===== config.mk =====
export PLATFORM = sky130hd
export DESIGN_NAME = uart_rx_parity
export DESIGN_NICKNAME = d
export VERILOG_FILES = /design/src/rtl/uart_rx_parity.sv
export SDC_FILE = /design/constraint.sdc
export NUM_CORES = 1
export LEC_CHECK = 0
export ABC_AREA = 1
export CAP_MARGIN = 40
export CORE_ASPECT_RATIO = 1.2
export CORE_MARGIN = 2
export CORE_UTILIZATION = 62
export CTS_CLUSTER_DIAMETER = 50
export DETAILED_ROUTE_END_ITERATION = 8
export PLACE_DENSITY = 0.84
export SLEW_MARGIN = 0
export SYNTH_ARGS = -nofsm -noshare
export SYNTH_HDL_FRONTEND = slang
export SYNTH_SLANG_ARGS = --single-unit
export TNS_END_PERCENT = 20

===== constraint.sdc =====
create_clock -name clk -period 2.23 [get_ports clk]
set_input_delay 0.223 -clock clk [delete_from_list [all_inputs] [get_ports clk]]
set_output_delay 0.223 -clock clk [all_outputs]
set_load 0.005 [all_outputs]

===== src/rtl/uart_rx_parity.sv =====
// uart_rx_parity: 8E1 UART receiver with parity and framing error flags.
// Input passes through a 2-flop synchroniser; sampling happens at mid-bit.
module uart_rx_parity #(
    parameter int CLKS_PER_BIT = 434
) (
    input  logic       clk,
    input  logic       rst_n,
    input  logic       rx_in,
    output logic [7:0] data_out,
    output logic       data_valid,
    output logic       parity_err,
    output logic       frame_err,
    output logic       busy
);
    localparam int CW = $clog2(CLKS_PER_BIT);
    localparam logic [CW-1:0] FULL = CW'(CLKS_PER_BIT - 1);
    localparam logic [CW-1:0] HALF = CW'(CLKS_PER_BIT / 2 - 1);

    typedef enum logic [2:0] {IDLE, START, DATA, PARITY, STOP} state_t;

    state_t          state_q, state_d;
    logic [1:0]      sync_q, sync_d;
    logic [CW-1:0]   cnt_q, cnt_d;
    logic [2:0]      bit_idx_q, bit_idx_d;
    logic [7:0]      shift_q, shift_d;
    logic            par_q, par_d;
    logic            hold_q, hold_d;
    logic [7:0]      data_q, data_d;
    logic            valid_q, valid_d;
    logic            perr_q, perr_d;
    logic            ferr_q, ferr_d;
    logic            rx_s;

    assign rx_s       = sync_q[1];
    assign data_out   = data_q;
    assign data_valid = valid_q;
    assign parity_err = perr_q;
    assign frame_err  = ferr_q;
    assign busy       = state_q != IDLE;

    always_comb begin
        sync_d    = {sync_q[0], rx_in};
        state_d   = state_q;
        cnt_d     = cnt_q + 1'b1;
        bit_idx_d = bit_idx_q;
        shift_d   = shift_q;
        par_d     = par_q;
        hold_d    = hold_q;
        data_d    = data_q;
        valid_d   = 1'b0;
        perr_d    = perr_q;
        ferr_d    = ferr_q;
        case (state_q)
            IDLE: begin
                cnt_d = '0;
                // After a low stop bit, wait for the line to return high before hunting for a start
                if (hold_q) hold_d = ~rx_s;
                else if (!rx_s) state_d = START;
            end
            START: if (cnt_q == HALF) begin
                cnt_d     = '0;
                bit_idx_d = '0;
                state_d   = rx_s ? IDLE : DATA;
            end
            DATA: if (cnt_q == FULL) begin
                cnt_d            = '0;
                shift_d[bit_idx_q] = rx_s;
                bit_idx_d        = bit_idx_q + 1'b1;
                if (bit_idx_q == 3'd7) state_d = PARITY;
            end
            PARITY: if (cnt_q == FULL) begin
                cnt_d   = '0;
                par_d   = rx_s;
                state_d = STOP;
            end
            STOP: if (cnt_q == FULL) begin
                cnt_d   = '0;
                data_d  = shift_q;
                perr_d  = par_q != ^shift_q;
                ferr_d  = ~rx_s;
                valid_d = 1'b1;
                hold_d  = ~rx_s;
                state_d = IDLE;
            end
            default: state_d = IDLE;
        endcase
    end

    always_ff @(posedge clk or negedge rst_n) begin
        if (!rst_n) begin
            state_q   <= IDLE;
            sync_q    <= 2'b11;
            cnt_q     <= '0;
            bit_idx_q <= '0;
            shift_q   <= '0;
            par_q     <= 1'b0;
            hold_q    <= 1'b0;
            data_q    <= '0;
            valid_q   <= 1'b0;
            perr_q    <= 1'b0;
            ferr_q    <= 1'b0;
        end else begin
            state_q   <= state_d;
            sync_q    <= sync_d;
            cnt_q     <= cnt_d;
            bit_idx_q <= bit_idx_d;
            shift_q   <= shift_d;
            par_q     <= par_d;
            hold_q    <= hold_d;
            data_q    <= data_d;
            valid_q   <= valid_d;
            perr_q    <= perr_d;
            ferr_q    <= ferr_d;
        end
    end
endmodule

Word level (Yosys, flattened, before mapping). Cells that the tools add are included.

Output and inout port bits: 12. Register bits after elaboration: 38. Memories: 0. Logic and storage cells: 67. Latch bits: 0. ROM bits: 0. Memory bits (writable): 0. Input port bits: 3.

Magnitude comparators: 2. Equal/unequal tests: 15. Add/sub/neg operators: 2. Bitwise gates (word level): 1. Multiplexer cells: 23. Multipliers: 0. Divide/modulo/power cells: 0. Reductions and logical operators: 13. Shift-type cells: 0.

Operators by type and width (count): 3-bit 2-to-1 mux (9); 9-bit case mux with 3 select lines (1); 9-bit 2-to-1 mux (2); 3-bit case mux with 5 select lines (1); 2-bit inequality test (second input constant) (7); 9-bit by 1-bit adder with 9-bit output (second input constant) (1); 9-bit by 8-bit equality test with 1-bit output (second input constant) (1); 9-bit equality test (second input constant) (1); 8-bit bitwise mux (1); 2-bit AND reduction (4); 8-bit XOR reduction (1); 7-bit AND reduction (1); 3-bit by 2-bit equality test with 1-bit output (second input constant) (2); 3-bit equality test (second input constant) (2); 3-bit case mux with 2 select lines (1); 1-bit 2-to-1 mux (5); 3-bit by 4-bit less-than comparator with 1-bit output (second input constant) (1); 2-bit nonzero test (2); 3-bit by 1-bit adder with 3-bit output (second input constant) (1); 1-bit demux with 3-bit select (1); 3-bit by 1-bit equality test with 1-bit output (second input constant) (1); 3-bit by 1-bit >= comparator with 1-bit output (second input constant) (1); 3-bit logical NOT (1); 3-bit AND reduction (1); other kinds (7) (7).

Depth between registers and ports, before layout.
Depth after elaboration: 5. Mapped depth: 10. Mapped depth without buffers: 10.

Worst setup path before layout. Ideal clock, no wire load.

Path type: flip-flop to flip-flop. Start point: reg cnt_q[1]. End point: reg shift_q[5]. Data arrival time: 1.290 ns. Stages on the path, launching flop included: 11. Setup time: 0.117 ns. Period minus slack after synthesis: 1.407 ns. Data required time: 2.113 ns. Slack: 0.823 ns. Path buffers: 1. Cells stage by stage: dfrtp_1 inv_1 ha_1 nand3_1 nor2_4 nand2_4 nor2_8 buf_6 nand2_1 nand2_1 nand2_1.

Longest elaborated chain between the ends: 2.

RTL lines: start, declared (line 23) `logic [CW-1:0] cnt_q, cnt_d;`; start signal, assigned (line 105) `cnt_q <= cnt_d;`; 9-bit equality test (line 65) `DATA: if (cnt_q == FULL) begin`; 2-bit AND reduction (no line); end signal, assigned (line 107) `shift_q <= shift_d;`; end, declared (line 25) `logic [7:0] shift_q, shift_d;`.

No other way between the ends. A chain may end at the register's enable or synchronous reset.

Worst setup path after layout.
Start point: reg state_q[0]. End point: out busy.

Longest elaborated chain between the ends: 1.

RTL lines: start, declared (line 21) `state_t state_q, state_d;`; start signal, assigned (line 103) `state_q <= state_d;`; 3-bit nonzero test (line 39) `assign busy = state_q != IDLE;`; end, declared (line 13) `output logic busy`.

No other way between the ends.

==> out/results.ini <==
[floorplanning]
dieArea_sq_um = 3760
coreArea_sq_um = 3110
rows = 22
die-width_um = 56.3
start_util = 0.655
num_io_pins = 15
dieHeight_um = 66.8

[worst_setup_path]
critPathLaunchType = register
cp-end-kind = primary output
timing.rr.end = cnt_q[0]$_DFF_PN0_
critPathKind = reg2out
r2r-start = cnt_q[1]$_DFF_PN0_
path_max_fanout = 6
critPathArrivalTime_ns = 1.55
timing.reg2reg.setup_slack_ns = 0.67
required_ns = 2.01
r2r_cells = 9

[clock_network]
tritoncts = yes
cts_num_sinks = 38
post_cts_buffers = 0
clk_latency_ns = 0.34
clock_path_buffers = 2
cts_made_buffers = 5
cts_hold_buf = 1
ctsResizeCount = 0
h-tree-depth = 2
clkSlewWorstSetupHoldPaths_ns = 0.11
cts-root-buf = clkbuf_4

[power]
pwr-share-seq = 0.640
powerDensity_nw_per_um2 = 479
p_sw_mw = 0.240
comb_power_share = 0.015
power_mw = 1.09
power.internal_mw = 0.847
p_sw_frac = 0.221
peakVddDrop_uv = 483
pwr-share-clk = 0.345
p_leak_nw = 1.22

[synth]
syn_avg_cell_area_sq_um = 7.52
synth-simple-area-share = 0.359
synthMuxAreaShare = 0
synth_area_sq_um = 2040
synth_cells = 271
synthAdderAreaFrac = 0.0307
synth_top_family_by_area = simple AND/OR/NAND/NOR gates
synthesis.nets = 279
synth_seq_area_share = 0.468
synth_top_area_cell = dfrtp_1
yosys_warnings = 0
ys_ff_latch = 38
synth_compound_area_frac = 0.0350
synth.distinct_cells = 29
synth.area.top_cells = dfrtp_1 (44%), nand2_1 (18%), nand3_1 (5.9%), inv_1 (5.3%), nor2_1 (5.3%)
synth_xor_area_frac = 0.0215
yosys.area.top_type_share = 0.442

[global_routing]
gr-total-overflow = 0
grt_usage = 0.205
grt_max_degree = 39
grt_pass1_vias = 1452
antenna_found_initial = 0
grt_pass1_wl_um = 5910

[placed_design]
dp_hpwl_um = 2550
portBuffers = 14
place_area_sq_um = 2200
pre_cts_ws_ns = 0.689
place_congestion = 0.880

[detailed_routing]
drcViolationCount = 0
vias = 1660
wl_um = 3350
antenna_left = 0
drt-vias-per-instance = 5.08
drt_iter0_markers = 64
firstDrtPassIters = 5
routedWlPerCell_um = 10.2

[sta]
setup_viol = 0
period_share = 0.794
worst_slack_ns = 0.460
final-max-slew-violation-count = 0
rsz0062_at_grt = no
slew_headroom = 0.471
clock-skew-final_ns = 0.0137
tightest_slew_ns = 0.793
fmax_mhz = 565
finalHoldViolations = 0
post-route-min-period_ns = 1.77
setup_tns_ns = 0

[min_path]
min_to = sync_q[0]$_DFF_PN1_
holdPathStages = 1
hp-class = in2reg
hp-start = rx_in

[final_layout]
diodes = 0
fin_nets = 298
synthToLayoutAreaGrowth_pct = 11.5
fin_area_sq_um = 2270
drive_gt1_frac = 0.103
utilization = 0.730

[run_status]
status = finished, final reports clean

[run]
cap_viol_max_count = 0

[registers in the layout, summed over array words and instances, names as in the netlist]
register / flops
bit_idx_q: 3
cnt_q: 9
data_out: 8
data_valid: 1
frame_err: 1
hold_q: 1
par_q: 1
parity_err: 1
shift_q: 8
state_q: 3
sync_q: 2
[logic make-up (layout without fill, tap and decap cells)]
kind of cell,Yosys count,count (layout)
adder cells (fa/ha/maj),5,5
XOR/XNOR,5,5
AND/OR/NAND/NOR,165,165
AO/OA/AOI/OAI,14,14
flip-flops,38,38
buffers and inverters,44,64
[how the worst max path moves through the flow]
| stage | start | depth (start not counted) | to | slack [ns] |
|---|---|---|---|---|
| 4_1_cts | state_q[0]$_DFFE_PN0P_ | 5 | busy | 0.45 |
| 3_3_place_gp | cnt_q[0]$_DFF_PN0_ | 9 | cnt_q[0]$_DFF_PN0_ | 0.74 |
| 6_report | state_q[0]$_DFFE_PN0P_ | 5 | busy | 0.46 |
| 5_1_grt | state_q[0]$_DFFE_PN0P_ | 5 | busy | 0.32 |
| 2_1_floorplan | cnt_q[1]$_DFF_PN0_ | 10 | shift_q[5]$_DFFE_PN0P_ | 0.82 |
| 3_5_place_dp | cnt_q[0]$_DFF_PN0_ | 9 | cnt_q[0]$_DFF_PN0_ | 0.69 |
[final cells by class]
type / count / area (sq um)
fill: 259 / 840
sequential: 38 / 953
clock inverter: 2 / 12.5
tap: 36 / 45.0
multi-input combinational: 189 / 908
timing repair buffer: 15 / 145
clock buffer: 6 / 51.3
inverter: 41 / 155
[cells in the mapped netlist, drive strengths merged]
| cell | count |
|---|---|
| a21oi | 1 |
| ha | 5 |
| nand2 | 100 |
| o21ai | 12 |
| xnor2 | 1 |
| xor2 | 4 |
| dfrtp | 36 |
| nor3 | 2 |
| a31oi | 1 |
| dfstp | 2 |
| nor2 | 33 |
| inv | 38 |
| buf | 2 |
| nand3 | 26 |
| nand4 | 3 |
| clkinv | 3 |
| clkbuf | 1 |
| nand3b | 1 |
[per-layer routing]
layer  global-route usage  up-vias  share of wire
met5                    0        -              0
met4               0.0982        0          0.022
met3               0.0350        9          0.028
met2                0.356       35           0.49
met1                0.247      750           0.46
li1                     -      866              -
[power by group through the flow]
stage	sequential [mW]	combinational (mW)	clock, mW
2_1_floorplan	0.706	0.00266	0
3_3_place_gp	0.709	0.0164	0
3_5_place_dp	0.709	0.0165	0
4_1_cts	0.696	0.0178	0.388
5_1_grt	0.697	0.0203	0.415
6_report	0.696	0.0163	0.375
[critical path: stages (launching register included)]
cell             delay (ns)
dfrtp_1                0.45
inv_1                  0.10
nand2_1                0.05
nor2_1                 0.11
inv_1                  0.07
clkdlybuf4s50_1        0.45
[layout by cell type, fill, tap and decap left out]
cell	instances
nand2_1	98
dfrtp_1	36
inv_1	29
nor2_1	29
nand3_1	24
clkdlybuf4s50_1	13
o21ai_1	10
inv_2	9
ha_1	5
clkbuf_4	5
xor2_1	4
nand4_1	3
nor3_1	2
nor2_4	2
clkinv_2	2
clkinv_1	2
o21ai_0	2
dfstp_2	2
nand2_2	1
nor2_2	1
nand3b_2	1
a31oi_1	1
xnor2_1	1
nand3_4	1
nand3_2	1
nand2_4	1
nor2_8	1
a21oi_1	1
clkinvlp_4	1
clkbuf_8	1
dlygate4sd3_1	1
buf_2	1
[stage by stage]
stage,hold WS (ns),std cells
global route,0.270,327
CTS,0.268,327
floorplan,-0.0726,271
detailed placement,0.347,318
global placement,0.346,318
finish,0.280,327
Note: power is estimated with default switching activity, not from simulation.
